`src/rtl/key_stream_if.sv`:
```
// key_stream_if: producer/consumer PicoBlaze port bundle for key_stream_ctrl.
// PROD_IRQ_EN adds the producer interrupt pair.
`default_nettype none

interface key_stream_if;
  logic [7:0] prod_port_id;
  logic       prod_write_strobe;
  logic [7:0] prod_out_port;
  logic [7:0] prod_in_port;
  logic [7:0] cons_port_id;
  logic       cons_read_strobe;
  logic       cons_write_strobe;
  logic [7:0] cons_out_port;
  logic [7:0] cons_in_port;
  logic       cons_interrupt;
  logic       cons_interrupt_ack;
`ifdef PROD_IRQ_EN
  logic       prod_interrupt;
  logic       prod_interrupt_ack;
`endif

  modport master (
    output prod_port_id, prod_write_strobe, prod_out_port,
    output cons_port_id, cons_read_strobe, cons_write_strobe, cons_out_port, cons_interrupt_ack,
`ifdef PROD_IRQ_EN
    output prod_interrupt_ack,
    input  prod_interrupt,
`endif
    input  prod_in_port, cons_in_port, cons_interrupt
  );

  modport slave (
    input  prod_port_id, prod_write_strobe, prod_out_port,
    input  cons_port_id, cons_read_strobe, cons_write_strobe, cons_out_port, cons_interrupt_ack,
`ifdef PROD_IRQ_EN
    input  prod_interrupt_ack,
    output prod_interrupt,
`endif
    output prod_in_port, cons_in_port, cons_interrupt
  );
endinterface

`default_nettype wire

```
`src/rtl/key_stream_ctrl.sv`:
```
// key_stream_ctrl: key-byte FIFO mailbox between producer and consumer PicoBlaze with threshold/ack IRQ.
// Optional macro PROD_IRQ_EN adds a low-water interrupt toward the producer.
`default_nettype none

module key_stream_ctrl #(
  parameter int         DEPTH          = 16,
  parameter int         AW             = 4,
  parameter logic [7:0] PROD_KEY_PORT  = 8'h01,
  parameter logic [7:0] PROD_STAT_PORT = 8'h02,
  parameter logic [7:0] CONS_KEY_PORT  = 8'h00,
  parameter logic [7:0] CONS_STAT_PORT = 8'h01,
  parameter logic [7:0] CONS_CTRL_PORT = 8'h02,
  parameter logic [7:0] CONS_THR_PORT  = 8'h03
) (
  input  logic         clk,
  input  logic         reset,
  key_stream_if.slave  bus
);

  localparam logic [AW:0] DEPTH_P  = (AW+1)'(DEPTH);
  localparam logic [4:0]  DEPTH_5  = 5'(DEPTH);
  localparam logic [4:0]  LOW_WATER = 5'(DEPTH / 4);

  typedef enum logic [1:0] {
    S_IDLE    = 2'd0,
    S_ASSERT  = 2'd1,
    S_SERVICE = 2'd2
  } irq_state_t;

  logic [7:0]  mem [DEPTH];
  logic [AW:0] wr_ptr;
  logic [AW:0] rd_ptr;
  logic [AW:0] count;
  logic [4:0]  count5;
  logic [4:0]  thr;
  logic [4:0]  thr_new;
  logic        ovf;
  logic        unf;
  logic        irq_en;
  logic        empty;
  logic        full;
  logic        push_req;
  logic        pop_req;
  logic        push_ok;
  logic        pop_ok;
  logic        ctrl_wr;
  logic        thr_wr;
  logic        flush;
  logic        flag_clr;
  logic        prod_irq_bit;
  logic        unused_out_bits;
  irq_state_t  cons_state;

  assign count  = wr_ptr - rd_ptr;
  assign count5 = 5'(count);
  assign empty  = (count == '0);
  assign full   = (count == DEPTH_P);

  assign push_req = bus.prod_write_strobe && (bus.prod_port_id == PROD_KEY_PORT);
  assign pop_req  = bus.cons_read_strobe  && (bus.cons_port_id == CONS_KEY_PORT);
  assign ctrl_wr  = bus.cons_write_strobe && (bus.cons_port_id == CONS_CTRL_PORT);
  assign thr_wr   = bus.cons_write_strobe && (bus.cons_port_id == CONS_THR_PORT);
  assign flush    = ctrl_wr && bus.cons_out_port[1];
  assign flag_clr = ctrl_wr && bus.cons_out_port[2];

  // A full FIFO still accepts a byte when the consumer frees a slot on the same edge.
  assign pop_ok  = pop_req && !empty;
  assign push_ok = push_req && (!full || pop_ok);

  assign unused_out_bits = ^bus.cons_out_port[7:5];

  always_comb begin
    thr_new = bus.cons_out_port[4:0];
    if (thr_new == 5'd0) begin
      thr_new = 5'd1;
    end else if (thr_new > DEPTH_5) begin
      thr_new = DEPTH_5;
    end
  end

  always_ff @(posedge clk) begin
    if (reset) begin
      wr_ptr <= '0;
      rd_ptr <= '0;
      ovf    <= 1'b0;
      unf    <= 1'b0;
      irq_en <= 1'b1;
      thr    <= 5'd1;
    end else begin
      if (flush) begin
        wr_ptr <= '0;
        rd_ptr <= '0;
      end else begin
        if (push_ok) wr_ptr <= wr_ptr + 1'b1;
        if (pop_ok)  rd_ptr <= rd_ptr + 1'b1;
      end
      ovf <= (flag_clr ? 1'b0 : ovf) | (push_req && !push_ok);
      unf <= (flag_clr ? 1'b0 : unf) | (pop_req && empty);
      if (ctrl_wr) irq_en <= bus.cons_out_port[0];
      if (thr_wr)  thr    <= thr_new;
    end
  end

  always_ff @(posedge clk) begin
    if (push_ok && !flush) begin
      mem[wr_ptr[AW-1:0]] <= bus.prod_out_port;
    end
  end

  // Leaving SERVICE needs the level to fall below thr, so one fill raises at most one interrupt.
  always_ff @(posedge clk) begin
    if (reset || flush) begin
      cons_state         <= S_IDLE;
      bus.cons_interrupt <= 1'b0;
    end else begin
      case (cons_state)
        S_IDLE: begin
          if (irq_en && (count5 >= thr)) begin
            cons_state         <= S_ASSERT;
            bus.cons_interrupt <= 1'b1;
          end
        end
        S_ASSERT: begin
          if (!irq_en) begin
            cons_state         <= S_IDLE;
            bus.cons_interrupt <= 1'b0;
          end else if (bus.cons_interrupt_ack) begin
            cons_state         <= S_SERVICE;
            bus.cons_interrupt <= 1'b0;
          end
        end
        S_SERVICE: begin
          if (count5 < thr) begin
            cons_state <= S_IDLE;
          end
          bus.cons_interrupt <= 1'b0;
        end
        default: begin
          cons_state         <= S_IDLE;
          bus.cons_interrupt <= 1'b0;
        end
      endcase
    end
  end

`ifdef PROD_IRQ_EN
  irq_state_t prod_state;

  always_ff @(posedge clk) begin
    if (reset || flush) begin
      prod_state         <= S_IDLE;
      bus.prod_interrupt <= 1'b0;
    end else begin
      case (prod_state)
        S_IDLE: begin
          if (count5 <= LOW_WATER) begin
            prod_state         <= S_ASSERT;
            bus.prod_interrupt <= 1'b1;
          end
        end
        S_ASSERT: begin
          if (bus.prod_interrupt_ack) begin
            prod_state         <= S_SERVICE;
            bus.prod_interrupt <= 1'b0;
          end
        end
        S_SERVICE: begin
          if (count5 > LOW_WATER) begin
            prod_state <= S_IDLE;
          end
          bus.prod_interrupt <= 1'b0;
        end
        default: begin
          prod_state         <= S_IDLE;
          bus.prod_interrupt <= 1'b0;
        end
      endcase
    end
  end

  assign prod_irq_bit = bus.prod_interrupt;
`else
  logic unused_low_water;
  assign unused_low_water = ^LOW_WATER;
  assign prod_irq_bit     = 1'b0;
`endif

  always_comb begin
    bus.prod_in_port = 8'h00;
    if (bus.prod_port_id == PROD_STAT_PORT) begin
      bus.prod_in_port = {5'b0, prod_irq_bit, ovf, full};
    end
  end

  always_comb begin
    bus.cons_in_port = 8'h00;
    if (bus.cons_port_id == CONS_KEY_PORT) begin
      bus.cons_in_port = empty ? 8'h00 : mem[rd_ptr[AW-1:0]];
    end else if (bus.cons_port_id == CONS_STAT_PORT) begin
      bus.cons_in_port = {1'b0, unf, ovf, count5};
    end
  end

endmodule

`default_nettype wire
```
`src/flat_wrapper.sv`:
```
// flat-port wrapper written by rule: the top's interface ports become plain ports
module key_stream_ctrl_flat 
#(
  parameter int         DEPTH          = 16,
  parameter int         AW             = 4,
  parameter logic [7:0] PROD_KEY_PORT  = 8'h01,
  parameter logic [7:0] PROD_STAT_PORT = 8'h02,
  parameter logic [7:0] CONS_KEY_PORT  = 8'h00,
  parameter logic [7:0] CONS_STAT_PORT = 8'h01,
  parameter logic [7:0] CONS_CTRL_PORT = 8'h02,
  parameter logic [7:0] CONS_THR_PORT  = 8'h03
)
  (clk, reset, bus_prod_port_id, bus_prod_write_strobe, bus_prod_out_port, bus_cons_port_id, bus_cons_read_strobe, bus_cons_write_strobe, bus_cons_out_port, bus_cons_interrupt_ack, bus_prod_in_port, bus_cons_in_port, bus_cons_interrupt);
  key_stream_if bus_i ();
  input  logic clk;
  input  logic reset;
  input wire logic [$bits(bus_i.prod_port_id)-1:0] bus_prod_port_id;
  input wire logic [$bits(bus_i.prod_write_strobe)-1:0] bus_prod_write_strobe;
  input wire logic [$bits(bus_i.prod_out_port)-1:0] bus_prod_out_port;
  input wire logic [$bits(bus_i.cons_port_id)-1:0] bus_cons_port_id;
  input wire logic [$bits(bus_i.cons_read_strobe)-1:0] bus_cons_read_strobe;
  input wire logic [$bits(bus_i.cons_write_strobe)-1:0] bus_cons_write_strobe;
  input wire logic [$bits(bus_i.cons_out_port)-1:0] bus_cons_out_port;
  input wire logic [$bits(bus_i.cons_interrupt_ack)-1:0] bus_cons_interrupt_ack;
  output wire logic [$bits(bus_i.prod_in_port)-1:0] bus_prod_in_port;
  output wire logic [$bits(bus_i.cons_in_port)-1:0] bus_cons_in_port;
  output wire logic [$bits(bus_i.cons_interrupt)-1:0] bus_cons_interrupt;
  assign bus_i.prod_port_id = bus_prod_port_id;
  assign bus_i.prod_write_strobe = bus_prod_write_strobe;
  assign bus_i.prod_out_port = bus_prod_out_port;
  assign bus_i.cons_port_id = bus_cons_port_id;
  assign bus_i.cons_read_strobe = bus_cons_read_strobe;
  assign bus_i.cons_write_strobe = bus_cons_write_strobe;
  assign bus_i.cons_out_port = bus_cons_out_port;
  assign bus_i.cons_interrupt_ack = bus_cons_interrupt_ack;
  assign bus_prod_in_port = bus_i.prod_in_port;
  assign bus_cons_in_port = bus_i.cons_in_port;
  assign bus_cons_interrupt = bus_i.cons_interrupt;
  key_stream_ctrl #(.DEPTH(DEPTH), .AW(AW), .PROD_KEY_PORT(PROD_KEY_PORT), .PROD_STAT_PORT(PROD_STAT_PORT), .CONS_KEY_PORT(CONS_KEY_PORT), .CONS_STAT_PORT(CONS_STAT_PORT), .CONS_CTRL_PORT(CONS_CTRL_PORT), .CONS_THR_PORT(CONS_THR_PORT)) u_core (.clk(clk), .reset(reset), .bus(bus_i));
endmodule
```
`config.mk`:
```
export PLATFORM = sky130hd
export DESIGN_NAME = key_stream_ctrl_flat
export DESIGN_NICKNAME = d
export VERILOG_FILES = /design/src/rtl/key_stream_if.sv /design/src/rtl/key_stream_ctrl.sv /design/src/flat_wrapper.sv
export SDC_FILE = /design/constraint.sdc
export NUM_CORES = 1
export LEC_CHECK = 0
export CAP_MARGIN = 0
export CORE_ASPECT_RATIO = 1.2
export CORE_UTILIZATION = 44
export CTS_CLUSTER_SIZE = 40
export DETAILED_ROUTE_END_ITERATION = 7
export GPL_TIMING_DRIVEN = 0
export SYNTH_ARGS = -nofsm -noshare
export SYNTH_HDL_FRONTEND = slang
export SYNTH_SLANG_ARGS = --single-unit
```
`constraint.sdc`:
```
create_clock -name clk -period 6.7 [get_ports clk]
set_input_delay 0.67 -clock clk [delete_from_list [all_inputs] [get_ports clk]]
set_output_delay 0.67 -clock clk [all_outputs]
set_load 0.1 [all_outputs]
```
* Yosys cells after proc, flatten, opt, wreduce, memory -nomap -nowiden
Memories as Yosys holds them, arrays and structs flattened. A register that Yosys moved wholly into a read port is not among the register bits. Index checks and enable logic that the tools add are counted.
Cells by class: reductions and logical operators 25, bitwise gates (word level) 2, eq/ne operators 11, $add $sub $neg 3, multiplexer cells 21, $lt $le $gt $ge 3
Operator list (count):
- $eq 8x2->1 const B | 3
- $eq 8x1->1 const B | 2
- $mux 8 | 2
- $logic_and 1x1->1 | 12
- $add 5x1->5 const B | 2
- $logic_not 5->1 | 2
- $mux 2 | 5
- $mux 5 | 2
- $logic_not 8->1 | 1
- $mux 4 | 2
- $mux 1 | 7
- $mux 7 | 1
- $pmux 2 s3 | 1
- $eq 5x5->1 const B | 1
- $ge 5x5->1 | 1
- $gt 5x5->1 const B | 1
- $lt 5x5->1 | 1
- $sub 5x5->5 | 1
- $logic_not 1->1 | 4
- $ne 2x1->1 const B | 2
- $ne 3x3->1 const B | 1
- $reduce_and 3->1 | 1
- $eq 2x1->1 const B | 1
- $eq 2x2->1 const B | 1
- other kinds (6) | 8
Storage, ports and cells: bits in registers 21, memories kept 1, output and inout port bits 17, RAM bits 128
Memories:
- u_core.mem | depth 16, bits a word 8, read ports 1, clocked after memory_dff 1, wr ports 1, RTL line key_stream_ctrl.sv:30 | logic [7:0] mem [DEPTH];

* Logic depth before layout (Yosys ltp)
depth in word-level cells 9, gate-level depth with buffers 13, mapped depth without buffers 13

* Worst setup path after synthesis
OpenSTA, ideal clock, no wires.
kind reg2out, from register u_core.wr_ptr[0], to output port bus_cons_in_port[7], arrival 4.900 ns, stages on the path, launching flop included 10, path slack 1.130 ns, cell sequence dfxtp_1 > inv_1 > ha_1 > inv_1 > fa_1 > xor2_1 > nand4b_1 > a2bb2oi_1 > clkbuf_1 > nor4b_1
On the way: word-level cells in the longest chain between the ends 4
RTL lines:
- start: declaration | RTL line key_stream_ctrl.sv:31 | logic [AW:0] wr_ptr;
- start signal: assignment | RTL line key_stream_ctrl.sv:94 | if (push_ok) wr_ptr <= wr_ptr + 1'b1;
- $sub 5x5->5 | RTL line key_stream_ctrl.sv:54 | assign count = wr_ptr - rd_ptr;
- $logic_not 5->1 | RTL line key_stream_ctrl.sv:56 | assign empty = (count == '0);
- $mux 8 | RTL line key_stream_ctrl.sv:198 | bus.cons_in_port = empty ? 8'h00 : mem[rd_ptr[AW-1:0]];
- $mux 8 | RTL line key_stream_ctrl.sv:197 | if (bus.cons_port_id == CONS_KEY_PORT) begin
- end: declaration | RTL line flat_wrapper.sv:26 | output wire logic [$bits(bus_i.cons_in_port)-1:0] bus_cons_in_port;
No other way between the ends.

* Worst setup path in the final report
from register u_core.wr_ptr[0], to output port bus_cons_in_port[4]
On the way: word-level cells in the longest chain between the ends 4
RTL lines (RTL line):
- $sub 5x5->5 (*) | key_stream_ctrl.sv:54
- $logic_not 5->1 | key_stream_ctrl.sv:56
- $mux 8 | key_stream_ctrl.sv:198
- $mux 8 (*) | key_stream_ctrl.sv:197
Mark *: on every way between the ends. The rest lies on a longest branch, timed or not.

==> results.sh <==
export IMPL_outcome="complete, no violations"
export IMPL_fin_area_um2=7980
export IMPL_layout_nets=543
export IMPL_insertedDiodeCount=0
export IMPL_cts_root_buffer="clkbuf_16"
export IMPL_setup_viol=0
export IMPL_tightest_slew_ns=1.07
export IMPL_grt_usage_pct=20.0
export IMPL_reg2reg_depth=10
export IMPL_mostFrequentLayoutCells="edfxtp_1, clkdlybuf4s50_1, mux4_2"
export IMPL_place_congestion=0.835
export IMPL_grt_pass1_wl_um=21900
export IMPL_hp_class="reg2reg"
export IMPL_r2r_start="u_core.wr_ptr[0]$_SDFFE_PP0P_"
export IMPL_grt_pass1_vias=3962
export IMPL_synth_fa_ha_area_share_pct=2.93
export IMPL_muxShareOfSynthArea_pct=12.6
export IMPL_p_leak_nw=2.57
export IMPL_core_um2=14600
export IMPL_ys_warnings_count=0
export IMPL_crit_path_end_kind="output port"
export IMPL_cts_buffers_inserted=17
export IMPL_synth_cells=420
export IMPL_finalCritPeriodShare_pct=76.2
export IMPL_clockBufferDepth=2
export IMPL_wl_per_cell_um=20.4
export IMPL_syn_avg_cell_area_um2=15.9
export IMPL_ys_flop_type="edfxtp_1"
export IMPL_async_flop_share_pct=0
export IMPL_period_minus_slack_ns=5.10
export IMPL_hpwl_um=10000
export IMPL_portBuffers=45
export IMPL_cts_max_level=4
export IMPL_cts_repair_resized=0
export IMPL_layout_commonest_cell="edfxtp_1"
export IMPL_dieArea_um2=15600
export IMPL_postCtsHoldBufs=0
export IMPL_fmax_ghz=0.196
export IMPL_power_density_nw_per_um2=254
export IMPL_cts_sinks=153
export IMPL_drt_iter0_drc=367
export IMPL_cts_tree="built"
export IMPL_clk_latency_ns=0.43
export IMPL_synth_area_um2=6660
export IMPL_ys_ff_latch=153
export IMPL_antenna_found_initial=0
export IMPL_synth_edf_count=128
export IMPL_die_w_um=114
export IMPL_path_max_fanout=10
export IMPL_rrSetupSlack_ns=3.07
export IMPL_grt_overflow_total=0
export IMPL_peakVddDrop_uv=182
export IMPL_post_cts_buffers=0
export IMPL_synth_xor_area_share_pct=0.395
export IMPL_place_area_um2=7390
export IMPL_final_layout_size_suffix_gt1_share_pct=18.1
export IMPL_r2r_end="u_core.mem[15][5]$_DFFE_PP_"
export IMPL_io_pin_count=55
export IMPL_drv_cap=0
export IMPL_path_clk_slew_ns=0.06
export IMPL_path_class="reg2out"
export IMPL_arrival_ns=4.43
export IMPL_yosys_area_share_simple_pct=9.38
export IMPL_crit_end="bus_cons_in_port[4]"
export IMPL_hold_violations=0
export IMPL_ant_nets=0
export IMPL_slew_viol_final=0
export IMPL_viasPerCell=5.47
export IMPL_start_kind="flop"
export IMPL_relSlewSlack_pct=28.1
export IMPL_routed_wl_um=14400
export IMPL_die_h_um=137
export IMPL_crit_start="u_core.wr_ptr[0]$_SDFFE_PP0P_"
export IMPL_skew_ns=0.00639
export IMPL_vias=3846
export IMPL_start_util_pct=45.6
export IMPL_synth_top_family_by_area="multiplexers"
export IMPL_dr_pass1_iters=4
export IMPL_utilization_pct=54.6
export IMPL_grt_max_degree=17
export IMPL_synth_distinct_cells=51
export IMPL_fin_tns_setup_ns=0
export IMPL_rsz0062_at_grt="no"
export IMPL_ys_seq_area_share_pct=65.2
export IMPL_drc=0
export IMPL_rows=48
export IMPL_required_ns=6.03
export IMPL_syn2layout_area_growth_pct=19.8
export IMPL_synth_compound_area_share_pct=6.60
-- worst max-delay path: stages, from the launching register on --
cell and delay, ns:
dfxtp_1 0.35, inv_1 0.16, ha_1 0.18, inv_1 0.05, fa_1 0.40, xor2_1 0.40
nand4b_1 0.22, a2bb2oi_1 0.21, clkbuf_1 0.25, or3b_2 0.48, a21oi_1 0.16, clkdlybuf4s50_1 1.15
-- layer usage --
layer | track usage (%) | wire (um) | part of all wire [%] | vias up
li1 | - | - | - | 1802
met1 | 23.9 | 6100 | 42 | 1925
met2 | 35.2 | 7450 | 52 | 98
met3 | 3.90 | 574 | 4.0 | 21
met4 | 8.23 | 244 | 1.7 | 0
met5 | 0 | 0 | 0 | -
-- per-stage QoR --
step | power, mW | instances | hold WS, ns | setup WS (ns)
after floorplan | 1.08 | 425 | 0.432 | 1.13
after global placement | 1.11 | 670 | 0.449 | 2.06
after detailed placement | 1.11 | 671 | 0.443 | 2.03
after CTS | 2.04 | 703 | 0.452 | 1.56
after global routing | 2.08 | 703 | 0.479 | 1.35
final | 2.02 | 703 | 0.450 | 1.60
-- logic make-up (layout without fill, tap and decap cells) --
family / after synthesis / in the layout
mux: 41 / 41
other cells: 1 / 6
flops: 153 / 153
buf+inv: 38 / 116
fa+ha+maj: 15 / 15
simple gates: 110 / 110
compound gates: 59 / 59
xor+xnor: 3 / 3
-- cells in the mapped netlist, types with 2 or more instances --
master     number  area share [%]
xor2_1          3            0.39
clkbuf_1        8            0.45
or2_2           3            0.28
buf_1           2            0.11
a21o_1          2            0.23
nor3b_1         3            0.34
edfxtp_1      128              58
a22o_1          6            0.79
nand2_1        24             1.4
nand3b_1        4            0.45
dfxtp_1        25             7.5
ha_1           14             2.6
o21ai_0         4            0.30
nand4b_1        5            0.66
a221oi_1        6            0.79
nand3_1         6            0.45
a211oi_1        3            0.34
a21oi_1        22             1.7
or3_1          13             1.2
buf_2           3            0.23
nor3_1          3            0.23
a2111oi_2       5             1.1
mux4_2         34              11
buf_6           2            0.34
nor2b_1         2            0.19
nor2_1         14            0.79
nor4_1          3            0.28
mux2_2          2            0.34
and2_1         17             1.6
mux2i_1         5            0.75
or4_1           2            0.23
a211o_1         3            0.39
buf_4           7            0.79
o31ai_1         2            0.23
nand2b_1        4            0.38
inv_1          16            0.90
-- flip-flops by register name, indices dropped and copies added, names as in the netlist, 2 cells and up, named ones only --
name and flops:
u_core.cons_state 2, u_core.thr 5, u_core.rd_ptr 5, u_core.wr_ptr 5, u_core.mem 128
-- area by class of cell --
| cell class | instances | area (um2) |
|---|---|---|
| flip-flops and latches | 153 | 4340 |
| multi-input cells | 234 | 2150 |
| fillers | 1227 | 6620 |
| well taps | 200 | 250 |
| clock inverters | 8 | 53.8 |
| repair buffers | 46 | 458 |
| inverters | 16 | 60.1 |
| plain buffers | 22 | 128 |
| clock buffers | 24 | 536 |
-- power by group --
| group | internal (mW) | switching, mW | total (mW) |
|---|---|---|---|
| Clock | 0.561 | 0.370 | 0.931 |
| Sequential | 1.03 | 0.000179 | 1.03 |
| Combinational | 0.0236 | 0.0384 | 0.0620 |
-- how the worst min path moves through the flow --
stage | startpoint | end | slack, ns | cells past startpoint
final | u_core.thr[3]$_SDFFE_PP0P_ | u_core.thr[3]$_SDFFE_PP0P_ | 0.45 | 2
after floorplan | u_core.thr[1]$_SDFFE_PP0P_ | u_core.thr[1]$_SDFFE_PP0P_ | 0.43 | 2
after detailed placement | u_core.thr[3]$_SDFFE_PP0P_ | u_core.thr[3]$_SDFFE_PP0P_ | 0.44 | 2
after CTS | u_core.thr[3]$_SDFFE_PP0P_ | u_core.thr[3]$_SDFFE_PP0P_ | 0.45 | 2
after global placement | u_core.thr[3]$_SDFFE_PP0P_ | u_core.thr[3]$_SDFFE_PP0P_ | 0.45 | 2
after global routing | u_core.thr[3]$_SDFFE_PP0P_ | u_core.thr[3]$_SDFFE_PP0P_ | 0.48 | 2
Power figures use the tool's default switching activity.
